`config.mk`:
```
export PLATFORM = sky130hd
export DESIGN_NAME = uart_rx_flat
export DESIGN_NICKNAME = d
export VERILOG_FILES = /design/src/rtl/uart_pkg.sv /design/src/rtl/uart_rx_if.sv /design/src/rtl/uart_sync2.sv /design/src/rtl/uart_rx.sv /design/src/flat_wrapper.sv
export SDC_FILE = /design/constraint.sdc
export NUM_CORES = 1
export LEC_CHECK = 0
export CORE_MARGIN = 8
export CORE_UTILIZATION = 34
export CTS_CLUSTER_DIAMETER = 40
export DETAILED_ROUTE_END_ITERATION = 10
export HOLD_SLACK_MARGIN = 0.05
export SYNTH_ARGS = -nofsm -noshare
export SYNTH_HDL_FRONTEND = slang
export SYNTH_HIERARCHICAL = 1
export SYNTH_SLANG_ARGS = --single-unit
```
`constraint.sdc`:
```
create_clock -name clk -period 2.6 [get_ports clk]
set_clock_uncertainty 0.15 [all_clocks]
set_input_delay 0.26 -clock clk [delete_from_list [all_inputs] [get_ports clk]]
set_output_delay 0.26 -clock clk [all_outputs]
set_load 0.005 [all_outputs]
```
`src/rtl/uart_pkg.sv`:
```
// uart_pkg: shared UART definitions (state encoding, default bit timing, frame width).
package uart_pkg;
    typedef enum logic [2:0] {IDLE, START, DATA, STOP, WAIT_IDLE} rx_state_e;
    localparam int DEFAULT_CLKS_PER_BIT = 5208;
    localparam int DATA_BITS = 8;
endpackage

```
`src/rtl/uart_rx_if.sv`:
```
// uart_rx_if: received-byte bus from uart_rx (master) to downstream consumers (slave).
interface uart_rx_if;
    import uart_pkg::*;
    logic [DATA_BITS-1:0] rx_data;
    logic                 rx_valid;
    logic                 rx_frame_err;
    logic                 rx_busy;
    modport master (output rx_data, rx_valid, rx_frame_err, rx_busy);
    modport slave  (input  rx_data, rx_valid, rx_frame_err, rx_busy);
endinterface

```
`src/rtl/uart_sync2.sv`:
```
// uart_sync2: two-flop synchronizer for an asynchronous input pin, configurable reset value.
module uart_sync2 #(
    parameter logic RST_VAL = 1'b1
) (
    input  logic clk,
    input  logic rst,
    input  logic d,
    output logic q
);
    logic [1:0] sync_q, sync_d;
    assign sync_d = {sync_q[0], d};
    assign q = sync_q[1];
    always_ff @(posedge clk or negedge rst) begin
        if (!rst) sync_q <= {2{RST_VAL}};
        else      sync_q <= sync_d;
    end
endmodule

```
`src/rtl/uart_rx.sv`:
```
// uart_rx: 8N1 serial receiver with mid-bit sampling, valid and framing-error strobes.
// Define UART_RX_MAJORITY_EN to take each sample as a 2-of-3 vote over the last three clocks.
module uart_rx
    import uart_pkg::*;
#(
    parameter int CLKS_PER_BIT = DEFAULT_CLKS_PER_BIT
) (
    input  logic     clk,
    input  logic     rst,
    input  logic     rxd,
    uart_rx_if.master rx
);
    localparam int HALF = CLKS_PER_BIT / 2;
    localparam int CW = $clog2(CLKS_PER_BIT);
    localparam int IW = $clog2(DATA_BITS);
    localparam logic [CW-1:0] HALF_T = CW'(HALF - 1);
    localparam logic [CW-1:0] FULL_T = CW'(CLKS_PER_BIT - 1);
    localparam logic [IW-1:0] LAST_IDX = IW'(DATA_BITS - 1);

    rx_state_e            state_q, state_d;
    logic [CW-1:0]        cnt_q, cnt_d;
    logic [IW-1:0]        idx_q, idx_d;
    logic [DATA_BITS-1:0] shift_q, shift_d, data_q, data_d;
    logic                 valid_q, valid_d, err_q, err_d, prev_q, prev_d;
    logic                 rx_s, samp;

    uart_sync2 #(.RST_VAL(1'b1)) u_sync (.clk(clk), .rst(rst), .d(rxd), .q(rx_s));

`ifdef UART_RX_MAJORITY_EN
    // hist_q holds the line at target-2 and target-1 when the target count is reached
    logic [1:0] hist_q, hist_d;
    assign hist_d = {hist_q[0], rx_s};
    assign samp = (hist_q[1] & hist_q[0]) | (hist_q[1] & rx_s) | (hist_q[0] & rx_s);
    always_ff @(posedge clk or negedge rst) begin
        if (!rst) hist_q <= 2'b11;
        else      hist_q <= hist_d;
    end
`else
    assign samp = rx_s;
`endif

    assign prev_d = rx_s;

    always_comb begin
        state_d = state_q;
        cnt_d   = cnt_q + CW'(1);
        idx_d   = idx_q;
        shift_d = shift_q;
        data_d  = data_q;
        valid_d = 1'b0;
        err_d   = 1'b0;
        case (state_q)
            IDLE: begin
                cnt_d = '0;
                if (prev_q && !rx_s) state_d = START;
            end
            START: if (cnt_q == HALF_T) begin
                cnt_d   = '0;
                idx_d   = '0;
                state_d = samp ? IDLE : DATA;
            end
            DATA: if (cnt_q == FULL_T) begin
                cnt_d   = '0;
                shift_d = {samp, shift_q[DATA_BITS-1:1]};
                idx_d   = idx_q + IW'(1);
                if (idx_q == LAST_IDX) state_d = STOP;
            end
            STOP: if (cnt_q == FULL_T) begin
                cnt_d   = '0;
                valid_d = samp;
                err_d   = !samp;
                data_d  = samp ? shift_q : data_q;
                state_d = samp ? IDLE : WAIT_IDLE;
            end
            WAIT_IDLE: begin
                cnt_d = '0;
                if (rx_s) state_d = IDLE;
            end
            default: state_d = IDLE;
        endcase
    end

    always_ff @(posedge clk or negedge rst) begin
        if (!rst) begin
            state_q <= IDLE;
            cnt_q   <= '0;
            idx_q   <= '0;
            shift_q <= '0;
            data_q  <= '0;
            valid_q <= 1'b0;
            err_q   <= 1'b0;
            prev_q  <= 1'b1;
        end else begin
            state_q <= state_d;
            cnt_q   <= cnt_d;
            idx_q   <= idx_d;
            shift_q <= shift_d;
            data_q  <= data_d;
            valid_q <= valid_d;
            err_q   <= err_d;
            prev_q  <= prev_d;
        end
    end

    assign rx.rx_data      = data_q;
    assign rx.rx_valid     = valid_q;
    assign rx.rx_frame_err = err_q;
    assign rx.rx_busy      = (state_q != IDLE);
endmodule

```
`src/flat_wrapper.sv`:
```
// flat-port wrapper written by rule: the top's interface ports become plain ports
module uart_rx_flat import uart_pkg::*;
#(
    parameter int CLKS_PER_BIT = DEFAULT_CLKS_PER_BIT
)
  (clk, rst, rxd, rx_rx_data, rx_rx_valid, rx_rx_frame_err, rx_rx_busy);
  uart_rx_if rx_i ();
  input  logic clk;
  input  logic rst;
  input  logic rxd;
  output wire logic [$bits(rx_i.rx_data)-1:0] rx_rx_data;
  output wire logic [$bits(rx_i.rx_valid)-1:0] rx_rx_valid;
  output wire logic [$bits(rx_i.rx_frame_err)-1:0] rx_rx_frame_err;
  output wire logic [$bits(rx_i.rx_busy)-1:0] rx_rx_busy;
  assign rx_rx_data = rx_i.rx_data;
  assign rx_rx_valid = rx_i.rx_valid;
  assign rx_rx_frame_err = rx_i.rx_frame_err;
  assign rx_rx_busy = rx_i.rx_busy;
  uart_rx #(.CLKS_PER_BIT(CLKS_PER_BIT)) u_core (.clk(clk), .rst(rst), .rxd(rxd), .rx(rx_i));
endmodule
```
==> summary.txt <==
Status - completed
Filler cells - 481
Port bufs - 13
Area added between synthesis and finish - 18.62%
Synthesized area - 0.001808 mm²
Number of synthesized flops with an enable pin - 0
Fin crit share - 82.21%
Die Ht - 88.92 µm
Core ar. - 0.005107 mm²
First-pass GRT wire length - 5678 µm
Synthesized Nets - 156
DRT iter0 DRCs - 131
GR Layer Usage met1 - 10.24%
Post-CTS Setup Bufs - 0
Root Buffer - clkbuf_8
Starting density of the core - 35.40%
Critical R2R Launch - u_core/cnt_q[0]
Worst Path Required - 2.63 ns
Post-Synthesis Cells - 150
Netlist cell types - 42
Antenna fix cells - 0
Critical Path Start Type - register
Die footprint - 0.007907 mm²
Top Usage Layer GRT - met2
Worst-path maximum fanout - 8
Total Neg Setup Slack - 0 ns
Share of the synthesized area in the top cell type - 51.21%
Leakage Power - 0.0009794 µW
First drt pass iteration count - 4
Final setup viols - 0
Reg area - 0.001005 mm²
Pwr/cell area - 654.6 mW/mm²
Vias/cell - 5.017
Final Wtd Congestion - 0.8556
Commonest non-fill, non-tap cell in the layout - dfrtp_1
Clock transition at the registers of the reported paths - 0.08 ns
Clk sinks - 40
Grt ovf - 0
Largest area contributor in the netlist - dfrtp_1
Vias in the first global route - 1252
Min-delay worst type - register to register
Most frequent cells in the layout - 37 x dfrtp_1, 16 x mux2_2, 15 x nor2_1
TritonCTS clock tree - done
Average wire per standard cell - 13.83 µm
RSZ-0062 raised after global routing - no
Worst vdd ir - 0.2430 mV
Hold_sp - u_core/u_sync/sync_q[0]
Grt met2 use - 15.90%
IO Pins - 14
Multi-input combinational cell area - 778.2 µm²
Post-CTS Resized - 0
Max_cap viols - 0
GRT Total Usage - 9.414%
Register area share after synthesis - 55.57%
Asr flop ratio synth - 100.0%
Antenna viol nets, final - 0
Vias after detailed routing - 1204
Std cell rows - 26
Clk Latency, worst-skew pair - 0.29 ns
Clk buf depth - 2
Num CTS Buffers - 5
Pre-CTS WS - 0.4776 ns
Crit Path Category - register to register
Initial antenna violation count - 0
H-tree levels - 2
Yosys warns - 6
GRT met3 Usage - 2.022%
Rel. slew slack - 42.60%
F_max - 467.8 MHz
Dpl hpwl - 2360 µm
Layout Nets - 175
CP endpoint kind - register
PnR worst setup slack - 0.4626 ns
Prevailing post-synth register cell - dfrtp_1
Final Max Tran Viols - 0
Final hold vios - 0
Die W - 88.92 µm
Largest net degree at the start of global routing - 41
Mean Syn Cell Area - 12.05 µm²
Layout cells sized above 1 - 21.76%
Final min period - 2.137 ns
CP startpoint - u_core/cnt_q[0]
WL final - 3319 µm
Synth Register Bits - 40
Slew at the pin closest to its max-slew limit - 0.8610 ns
CP arrival - 2.17 ns
Hold Buf Count CTS - 1
Largest cells by area after synthesis - dfrtp_1 51%, mux2_2 10%, xor2_1 4.8%, dfstp_2 4.4%, nor2_1 3.1%
# DRC - 0
kinds of logic after synthesis:
logic type	count (synthesis)	share of synthesized area, %
and+or+nand+nor	60	20.90
AOI/OAI and AO/OA	13	4.221
xor gates and xnor gates	11	5.329
muxes	17	10.52
buffers and inverters	6	1.383
adders and majority gates	3	2.076
DFF	40	55.57
final timing paths:
| kind | endpoint | depth (start not counted) | slack (ns) |
|---|---|---|---|
| worst max-delay path | u_core/rx.rx_data[0] | 5 | 0.46 |
| worst min-delay path | u_core/u_sync/sync_q[1] | 0 | 0.21 |
| worst max register to register | u_core/rx.rx_data[0] | 5 | 0.46 |
| worst min register to register | u_core/u_sync/sync_q[1] | 0 | 0.21 |
| max in group asynchronous | u_core/cnt_q[4] | 2 | 1.30 |
| min in group asynchronous | u_core/cnt_q[6] | 2 | 0.47 |
synth_stat cells, types with 2 or more instances:
| cell type | count |
|---|---|
| mux2_2 | 16 |
| o21ai_0 | 3 |
| dfstp_2 | 3 |
| and4_1 | 3 |
| a21oi_1 | 5 |
| and2_1 | 3 |
| nand3_1 | 7 |
| nor2_4 | 2 |
| xor2_1 | 10 |
| ha_1 | 3 |
| nor2b_1 | 2 |
| nor3_1 | 2 |
| nand4_1 | 7 |
| nand2_1 | 5 |
| dfrtp_1 | 37 |
| nor2_1 | 15 |
| inv_1 | 2 |
where the power goes:
| group | total, µW | switching [µW] | internal [µW] | leakage (µW) |
|---|---|---|---|---|
| logic | 169 | 93.0 | 76.0 | 0.000383 |
| clock network | 510 | 221 | 289 | 0.0000583 |
| registers | 725 | 59.8 | 665 | 0.000538 |
| total | 1400 | 374 | 1030 | 0.000979 |
area by class of cell:
cell class,instances,area share [%]
Clock inverter,3,2.217
Inverter,2,0.3501
Tap cell,70,4.084
Sequential cell,40,46.85
Clock buffer,5,3.209
Timing Repair Buffer,16,7.001
Multi-Input combinational cell,104,36.29
worst max-delay path, cell delays in order, from the launching register on:
cell     delay (ns)
dfrtp_1        0.39
ha_1           0.31
nor3b_2        0.24
nand4_1        0.24
nor2_4         0.33
mux2_2         0.37
through the flow:
| step | hold WS, ns | utilization (%) | instances | cell area [µm²] | power [µW] |
|---|---|---|---|---|---|
| after floorplan | -0.1856 | - | 150 | 1808 | 840.1 |
| after global placement | 0.1964 | 39.51 | 231 | 2018 | 895.9 |
| after detailed placement | 0.1990 | 39.51 | 231 | 2018 | 903.9 |
| after CTS | 0.2102 | 41.99 | 240 | 2145 | 1424 |
| after global routing | 0.2119 | 41.99 | 240 | 2145 | 1475 |
| final | 0.2088 | 41.99 | 240 | 2145 | 1404 |
registers in the layout, indices dropped and copies added, names as in the netlist:
register and count:
u_core/rx.rx_data 8, u_core/cnt_q 13, u_core/shift_q 8, u_core/rx.rx_valid 1, u_core/state_q 3, u_core/prev_q 1, u_core/rx.rx_frame_err 1, u_core/u_sync/sync_q 2
u_core/idx_q 3
layer usage:
layer,up-vias,share of wire (%)
met3,6,2.6
met5,-,0
met4,0,2.4
met1,607,43
met2,18,52
li1,573,-
Power figures use the tool's default switching activity.
